File: src/rtl/norm_acc.sv
// norm_acc: Euclidean norm / sum-of-squares accumulator.
//
// Squares and accumulates N unsigned W-bit channels, one channel per cycle.
// In mode 0 it then takes the integer square root bit-serially. In mode 1 it
// returns the raw sum of squares. The result is held on y_bo until the next
// operation completes.
//
// State table:
//   state  | code | meaning
//   IDLE   | 0    | waiting for start_i; latches x_bi/mode_i on start
//   SQUARE | 1    | adding x_i*x_i for channel i = 0..N-1, one per cycle
//   ROOT   | 2    | restoring square root, one result bit per cycle
//   DONE   | 3    | y_bo freshly loaded, valid_o high for one cycle
//
// Ports:
//   clk_i    in   clock, rising edge
//   rst_i    in   asynchronous reset, active low
//   start_i  in   start request, sampled only in IDLE
//   mode_i   in   0 = norm, 1 = sum of squares (sampled with start_i)
//   x_bi     in   N packed W-bit channels, channel 0 in the LSBs
//   y_bo     out  result, zero-extended to S bits
//   state_o  out  current state code
//   busy_o   out  high in SQUARE and ROOT
//   valid_o  out  high in DONE

module norm_acc #(
    parameter int W = 8,
    parameter int N = 2,
    localparam int S = 2 * W + $clog2(N),
    localparam int R = (S + 1) / 2
) (
    input  logic           clk_i,
    input  logic           rst_i,
    input  logic           start_i,
    input  logic           mode_i,
    input  logic [N*W-1:0] x_bi,
    output logic [S-1:0]   y_bo,
    output logic [2:0]     state_o,
    output logic           busy_o,
    output logic           valid_o
);

    localparam logic [2:0] IDLE   = 3'd0;
    localparam logic [2:0] SQUARE = 3'd1;
    localparam logic [2:0] ROOT   = 3'd2;
    localparam logic [2:0] DONE   = 3'd3;

    localparam int MAXC = (N > R) ? N : R;
    localparam int CW   = $clog2(MAXC + 1);

    // The accumulator is 2*R bits wide so it can double as the root's
    // running remainder.
    localparam logic [2*R-1:0] BIT_INIT = (2*R)'(1) << (2 * R - 2);

    logic [2:0]     state_q, state_d;
    logic [N*W-1:0] x_q;
    logic           mode_q;
    logic [2*R-1:0] acc_q;
    logic [2*R-1:0] res_q;
    logic [2*R-1:0] bit_q;
    logic [CW-1:0]  cnt_q;
    logic [S-1:0]   y_q;

    logic [2*W-1:0] chan_ext;
    logic [2*W-1:0] sq;
    logic [2*R-1:0] acc_sum;
    logic [2*R-1:0] trial;
    logic           fits;
    logic [2*R-1:0] res_next;
    logic [2*R-1:0] rem_next;
    logic           last;

    // Latched channels shift down by W each SQUARE cycle, so channel i sits
    // in the low bits on cycle i.
    assign chan_ext = (2*W)'(x_q[W-1:0]);
    assign sq       = chan_ext * chan_ext;
    assign acc_sum  = acc_q + (2*R)'(sq);
    assign last     = (cnt_q == '0);

    // Digit-by-digit root: bit_q walks down the powers of four. The result
    // bit is kept only if the remainder covers res + bit. Only adds,
    // subtracts and shifts are used here.
    assign trial    = res_q + bit_q;
    assign fits     = (acc_q >= trial);
    assign res_next = fits ? ((res_q >> 1) + bit_q) : (res_q >> 1);
    assign rem_next = fits ? (acc_q - trial) : acc_q;

    always_ff @(posedge clk_i or negedge rst_i) begin
        if (!rst_i) begin
            state_q <= IDLE;
        end else begin
            state_q <= state_d;
        end
    end

    always_comb begin
        state_d = IDLE;
        case (state_q)
            IDLE:    state_d = start_i ? SQUARE : IDLE;
            SQUARE:  state_d = last ? (mode_q ? DONE : ROOT) : SQUARE;
            ROOT:    state_d = last ? DONE : ROOT;
            DONE:    state_d = IDLE;
            default: state_d = IDLE;
        endcase
    end

    always_comb begin
        state_o = state_q;
        busy_o  = (state_q == SQUARE) || (state_q == ROOT);
        valid_o = (state_q == DONE);
    end

    always_ff @(posedge clk_i or negedge rst_i) begin
        if (!rst_i) begin
            x_q    <= '0;
            mode_q <= 1'b0;
            acc_q  <= '0;
            res_q  <= '0;
            bit_q  <= '0;
            cnt_q  <= '0;
            y_q    <= '0;
        end else begin
            case (state_q)
                IDLE: begin
                    if (start_i) begin
                        x_q    <= x_bi;
                        mode_q <= mode_i;
                        acc_q  <= '0;
                        res_q  <= '0;
                        cnt_q  <= CW'(N - 1);
                    end
                end
                SQUARE: begin
                    acc_q <= acc_sum;
                    x_q   <= x_q >> W;
                    if (last) begin
                        cnt_q <= CW'(R - 1);
                        bit_q <= BIT_INIT;
                        if (mode_q) begin
                            y_q <= acc_sum[S-1:0];
                        end
                    end else begin
                        cnt_q <= cnt_q - CW'(1);
                    end
                end
                ROOT: begin
                    acc_q <= rem_next;
                    res_q <= res_next;
                    bit_q <= bit_q >> 2;
                    cnt_q <= cnt_q - CW'(1);
                    if (last) begin
                        y_q <= S'(res_next);
                    end
                end
                default: begin
                end
            endcase
        end
    end

    assign y_bo = y_q;

endmodule

File: config.mk
export PLATFORM = sky130hd
export DESIGN_NAME = norm_acc
export DESIGN_NICKNAME = d
export VERILOG_FILES = /design/src/rtl/norm_acc.sv
export SDC_FILE = /design/constraint.sdc
export NUM_CORES = 1
export LEC_CHECK = 0
export ABC_AREA = 1
export BUFFER_PORTS_ARGS = -buffer_cell sky130_fd_sc_hd__buf_2
export CAP_MARGIN = 20
export CORE_ASPECT_RATIO = 0.75
export CORE_MARGIN = 2
export CORE_UTILIZATION = 46
export CTS_CLUSTER_DIAMETER = 40
export DETAILED_ROUTE_END_ITERATION = 7
export MAX_ROUTING_LAYER = met4
export PLACE_DENSITY = 0.68
export RECOVER_POWER = 100
export SYNTH_ARGS = -nofsm -noshare
export SYNTH_HDL_FRONTEND = slang
export SYNTH_SLANG_ARGS = --single-unit
export TNS_END_PERCENT = 30
File: constraint.sdc
create_clock -name clk_i -period 8.1 [get_ports clk_i]
set_input_delay 0.81 -clock clk_i [delete_from_list [all_inputs] [get_ports clk_i]]
set_output_delay 0.81 -clock clk_i [all_outputs]
set_load 0.005 [all_outputs]
==> results_dict.tcl, run 1 <==
set metrics [dict create \
    stdcell_count 1606 \
    cts.reportedPaths.clkPinSlew_ns 0.08 \
    fin_ws_ns 2.07 \
    rows 44 \
    gp_congestion 0.933 \
    dp.cells 1588 \
    fin_worst_skew_ns 0.0105 \
    dp_hpwl_um 19400 \
    syn_inst 1329 \
    hold_path_class "input pin to asynchronous set/reset pin" \
    crit_arrival_ns 6.27 \
    yosys_most_used_dff "dfrtp_1" \
    start_kind "register" \
    ys_seq_area_share_pct 23.7 \
    post_drt_via_cell_ratio 5.17 \
    grt_pass1_vias 7685 \
    grt_pass1_wl_um 39900 \
    drt_iter0_markers 654 \
    maxSlewViolCount 131 \
    crit_fanout 19 \
    detail_route.first_pass.iterations 5 \
    htreeDepth 3 \
    end_kind "register" \
    yosysTopAreaCell "dfrtp_1" \
    die_w_um 165 \
    syn_to_final_growth_pct 6.80 \
    finalCritPeriodShare_pct 74.4 \
    postCtsSetupBuffers 0 \
    post-route-util_pct 49.8 \
    wl_met3_um 1640 \
    fin_crit_ns 6.03 \
    routed.top_layer "met4" \
    violations "capacitance limit, slew limit" \
    drt-total-wl_um 24400 \
    core_mm2 0.0193 \
    yosysWarnings 0 \
    slew_headroom_pct -153 \
    ant_nets 0 \
    syn_area_per_cell_um2 6.76 \
    post-place-ws_ns 3.74 \
    required_ns 8.34 \
    synth_area_mm2 0.00898 \
    run_status "finished, violations left" \
    synth_top_area_share_pct 23.7 \
    met1Wirelength_um 12800 \
    clock_latency_ns 0.36 \
    tightest_slew_ns 3.79 \
    synth.distinct_cells 50 \
    cts_tree "done" \
    cts_buffers 9 \
    path_class "register to register" \
    cts.sinks 85 \
    antenna_found_initial 0 \
    diodes 0 \
    synth_common_cells "nand2_1 (418), inv_1 (225), nand3_1 (101)" \
    port_buffers 40 \
    ctsLongestPathBuffers 2 \
    yosysMostFrequentCell "nand2_1" \
    fin_nets 1492 \
    grt_overflow 0 \
    post_drt_wl_per_cell_um 15.2 \
    timing.fmax_mhz 166 \
    grtUsageTotal_pct 25.3 \
    die-height_um 125 \
    start_util_pct 46.6 \
    drive_above_1_share_pct 4.80 \
    clockRootBuffer "clkbuf_16" \
    synth_nets 1473 \
    synthTopCellsByArea "dfrtp_1 (24%), nand2_1 (17%), ha_1 (12%), inv_1 (9.4%), fa_1 (8.5%)" \
    finalSetupViolations 0 \
    synth_edf_count 0 \
    async_flop_share_pct 100 \
    tns_ns 0 \
    ios 42 \
    maxCapViolCount 3 \
    grt_max_degree 74 \
    postCtsHoldBufs 0 \
    drc 0 \
    met2WireLength_um 9680 \
    cts_resized 0 \
    dieArea_mm2 0.0207 \
    rsz0062_at_grt "no" \
    synth-seq-cells 85 \
    hold_viol 0 \
    vias 8302 \
]
metal layers:
metal | up-vias | global-route usage (%)
met5 | - | -
met3 | 20 | 4.58
li1 | 4208 | -
met4 | 0 | 4.82
met1 | 3839 | 40.1
met2 | 235 | 33.4
per-stage QoR:
stage,hold slack (ns),instance area (µm²)
floorplan,0.459,8980
global placement,0.472,9370
detailed placement,0.485,9370
CTS,0.269,9670
global route,0.503,9590
finish,0.463,9590
state kept, by name, indices dropped and copies added, names as in the netlist:
| name | count |
|---|---|
| mode_q | 1 |
| acc_q | 18 |
| x_q | 16 |
| res_q | 18 |
| y_bo | 17 |
| state_o | 2 |
| bit_q | 9 |
| cnt_q | 4 |
kinds of logic (layout without fill, tap and decap cells):
group	Yosys count	after routing	share of synthesized area, %
buf+inv	269	293	11.6
simple gates	665	665	31.3
fa+ha+maj	124	124	20.4
compound gates	146	146	9.12
xor+xnor	37	37	3.61
flops	85	85	23.7
other cells	1	1	0.0417
mux	2	2	0.237
worst max-delay path: stages, from the launching register on:
cell,delay [ns]
dfrtp_1,0.51
ha_1,0.39
nand2_1,0.13
o21ai_0,0.46
nand3_1,0.13
o211ai_1,0.12
a31oi_1,0.08
xor2_1,0.17
ha_1,0.34
nand2_1,0.14
inv_1,0.13
a21oi_1,0.17
nand2_1,0.08
nor2_1,1.05
nand2_1,0.84
nor2_1,0.67
inv_4,0.08
nand2_1,0.16
inv_4,0.11
nand2_1,0.08
nand2_1,0.05
final cells by class:
cell class	instances	area [µm²]
clock buffer	10	239
clock inverter	6	57.6
fill	1990	9670
inverter	232	876
multi-input combinational	975	5780
sequential	85	2130
tap	253	317
timing repair buffer	45	203
cell usage in the layout, fill, tap and decap left out, drive strengths merged, types with 2 or more instances in the layout:
cell type	n
o21ai	54
clkbuf	30
dfrtp	85
nor2	93
fa	38
o21a	2
xnor2	17
o21bai	5
nand3b	14
nand2	424
or2	7
buf	25
o22ai	9
a21oi	54
and2	4
a31oi	7
xor2	20
o211ai	6
nor3	9
nand3	102
inv	237
a21o	2
ha	86
nand4	11
path summary, 6_finish.rpt:
kind | cells after the start | startpoint | slack (ns) | end
hold / removal | 1 | rst_i | 0.46 | x_q[15]$_DFFE_PN0P_
max in group asynchronous | 3 | rst_i | 3.21 | res_q[13]$_DFFE_PN0P_
setup reg to reg | 20 | res_q[10]$_DFFE_PN0P_ | 2.07 | acc_q[15]$_DFFE_PN0P_
hold reg to reg | 2 | res_q[0]$_DFFE_PN0P_ | 0.50 | res_q[0]$_DFFE_PN0P_
setup / recovery | 20 | res_q[10]$_DFFE_PN0P_ | 2.07 | acc_q[15]$_DFFE_PN0P_
min in group clk_i | 2 | res_q[0]$_DFFE_PN0P_ | 0.50 | res_q[0]$_DFFE_PN0P_
Power of run 1 is not shown: default switching activity piles up to over one toggle a cycle in this logic, so the estimate is an artifact.
==> run 2, diff against run 1 <==
- PLACE_DENSITY: 0.68 -> 0.7
- clock period: 8.1 -> 5.1 ns (I/O delays scaled with it)
==> run 2 against run 1 <==
  * The flow still finishes with violations (capacitance limit, slew limit)
  * Hold slack worse by 0.077 ns
  * Maximum frequency is 26% higher
  * Worst setup slack worse by 1.8 ns
  * First-iteration DRC count is 24% higher
  * Clock skew is 0.0033 ns higher
  * Utilization is 0.29 points higher
  * Non-clock buffer count stayed put
==> results_dict.tcl, run 2 (synthesis results as in run 1) <==
set metrics [dict create \
    cts_tree "done" \
    crit_top_cell "nand2_1" \
    path_class "register to register" \
    core_mm2 0.0193 \
    detail_route.first_pass.iterations 5 \
    maxSlewViolCount 108 \
    hold_viol 0 \
    rsz0062_at_grt "no" \
    violations "capacitance limit, slew limit" \
    antenna_found_initial 0 \
    cts_buffers 9 \
    finalSetupViolations 0 \
    start_util_pct 46.6 \
    cp_top_family "simple AND/OR/NAND/NOR gates" \
    layout_common_cells "nand2_1 (418), inv_1 (225), nand3_1 (101)" \
    whs_path_depth 3 \
    crit_fanout 19 \
    tightest_slew_ns 1.92 \
    layout_commonest_cell "nand2_1" \
    maxCapViolCount 2 \
    end_kind "register" \
    run_status "finished, violations left" \
    drive_above_1_share_pct 5.32 \
    seq_area_mm2 0.00213 \
    cts_resized 0 \
    dieArea_mm2 0.0207 \
    grtUsageTotal_pct 24.8 \
    hold_path_class "input pin to register" \
    post_drt_via_cell_ratio 5.21 \
    fin_crit_ns 4.78 \
    rows 44 \
    worst-path-stages 18 \
    dp_hpwl_um 19100 \
    cts.sinks 85 \
    die_w_um 165 \
    path_buf_inv 2 \
    die-height_um 125 \
    grt_pass1_vias 7693 \
    cts.reportedPaths.clkPinSlew_ns 0.08 \
    ant_nets 0 \
    tns_ns 0 \
    drc 0 \
    crit_chain "ha_1 -> nand2_1 -> nor4_1 -> nand4_1 -> nand3_1 -> xor2_1 -> ha_1 -> nand2_1 -> inv_1 -> nand4_1 -> nor2_1 -> nor2_2 -> nand2_8 -> nor2_4 -> inv_4 -> nand2_2 -> nand2_1 -> o21ai_0" \
    ios 42 \
    fin_worst_skew_ns 0.0138 \
    clock_latency_ns 0.35 \
    ctsLongestPathBuffers 2 \
    gp_congestion 0.959 \
    vias 8365 \
    fin_ws_ns 0.319 \
    required_ns 5.37 \
    slowest_stage "nor2_2" \
    fill_cells 1985 \
    clockRootBuffer "clkbuf_16" \
    grt_pass1_wl_um 39700 \
    grt_overflow 0 \
    timing.fmax_mhz 209 \
    finalCritPeriodShare_pct 93.7 \
    post-place-ws_ns 0.696 \
    grt_max_degree 75 \
    htreeDepth 3 \
    fin_nets 1492 \
    syn_to_final_growth_pct 7.42 \
    drt-total-wl_um 23700 \
    crit_arrival_ns 5.05 \
    drt_iter0_markers 809 \
    diodes 0 \
    post_drt_wl_per_cell_um 14.7 \
    port_buffers 40 \
    max_stage_delay_ns 0.77 \
    multiInputGateArea_mm2 0.00581 \
    r2r_cells 18 \
    start_kind "register" \
    slew_headroom_pct -28.2 \
]
run 2: metal layers:
metal	part of all wire, %	GRT usage [%]
met1	51	39.2
met2	40	33.3
met3	8.0	4.74
met4	0.77	3.35
met5	0	-
run 2: repair_timing:
item	in CTS	in global routing
hold buffers	1	0
hold endpoints to repair	11	0
setup buffers	0	0
run 2: worst min-delay path, stage by stage:
cell	delay, ns
buf_2	0.07
nand3_1	0.06
o21ai_0	0.06
run 2: cell type report:
type / instances / area share (%)
clock buffer: 10 / 2.37
clock inverter: 6 / 0.674
inverter: 232 / 9.08
multi-input combinational: 975 / 60.2
sequential: 85 / 22.0
tap: 253 / 3.28
timing repair buffer: 45 / 2.32
run 2: final timing paths:
kind                                          to                   from  slack (ns)
min in group asynchronous    y_bo[4]$_DFFE_PN0P_                  rst_i        0.69
max in group asynchronous  res_q[11]$_DFFE_PN0P_                  rst_i        2.07
hold reg to reg             res_q[0]$_DFFE_PN0P_   res_q[0]$_DFFE_PN0P_        0.50
hold / removal               x_q[11]$_DFFE_PN0P_               x_bi[11]        0.39
setup reg to reg            acc_q[0]$_DFFE_PN0P_  res_q[10]$_DFFE_PN0P_        0.32
setup / recovery            acc_q[0]$_DFFE_PN0P_  res_q[10]$_DFFE_PN0P_        0.32
run 2: per-stage QoR:
stage | cells | instance area [µm²] | hold WS, ns | utilization, %
global placement | 1588 | 9370 | 0.361 | 48.6
global route | 1606 | 9650 | 0.386 | 50.1
floorplan | 1329 | 8980 | 0.214 | -
CTS | 1605 | 9680 | 0.383 | 50.2
detailed placement | 1588 | 9370 | 0.359 | 48.6
finish | 1606 | 9650 | 0.385 | 50.1
Power of run 2 is left out for the same reason.
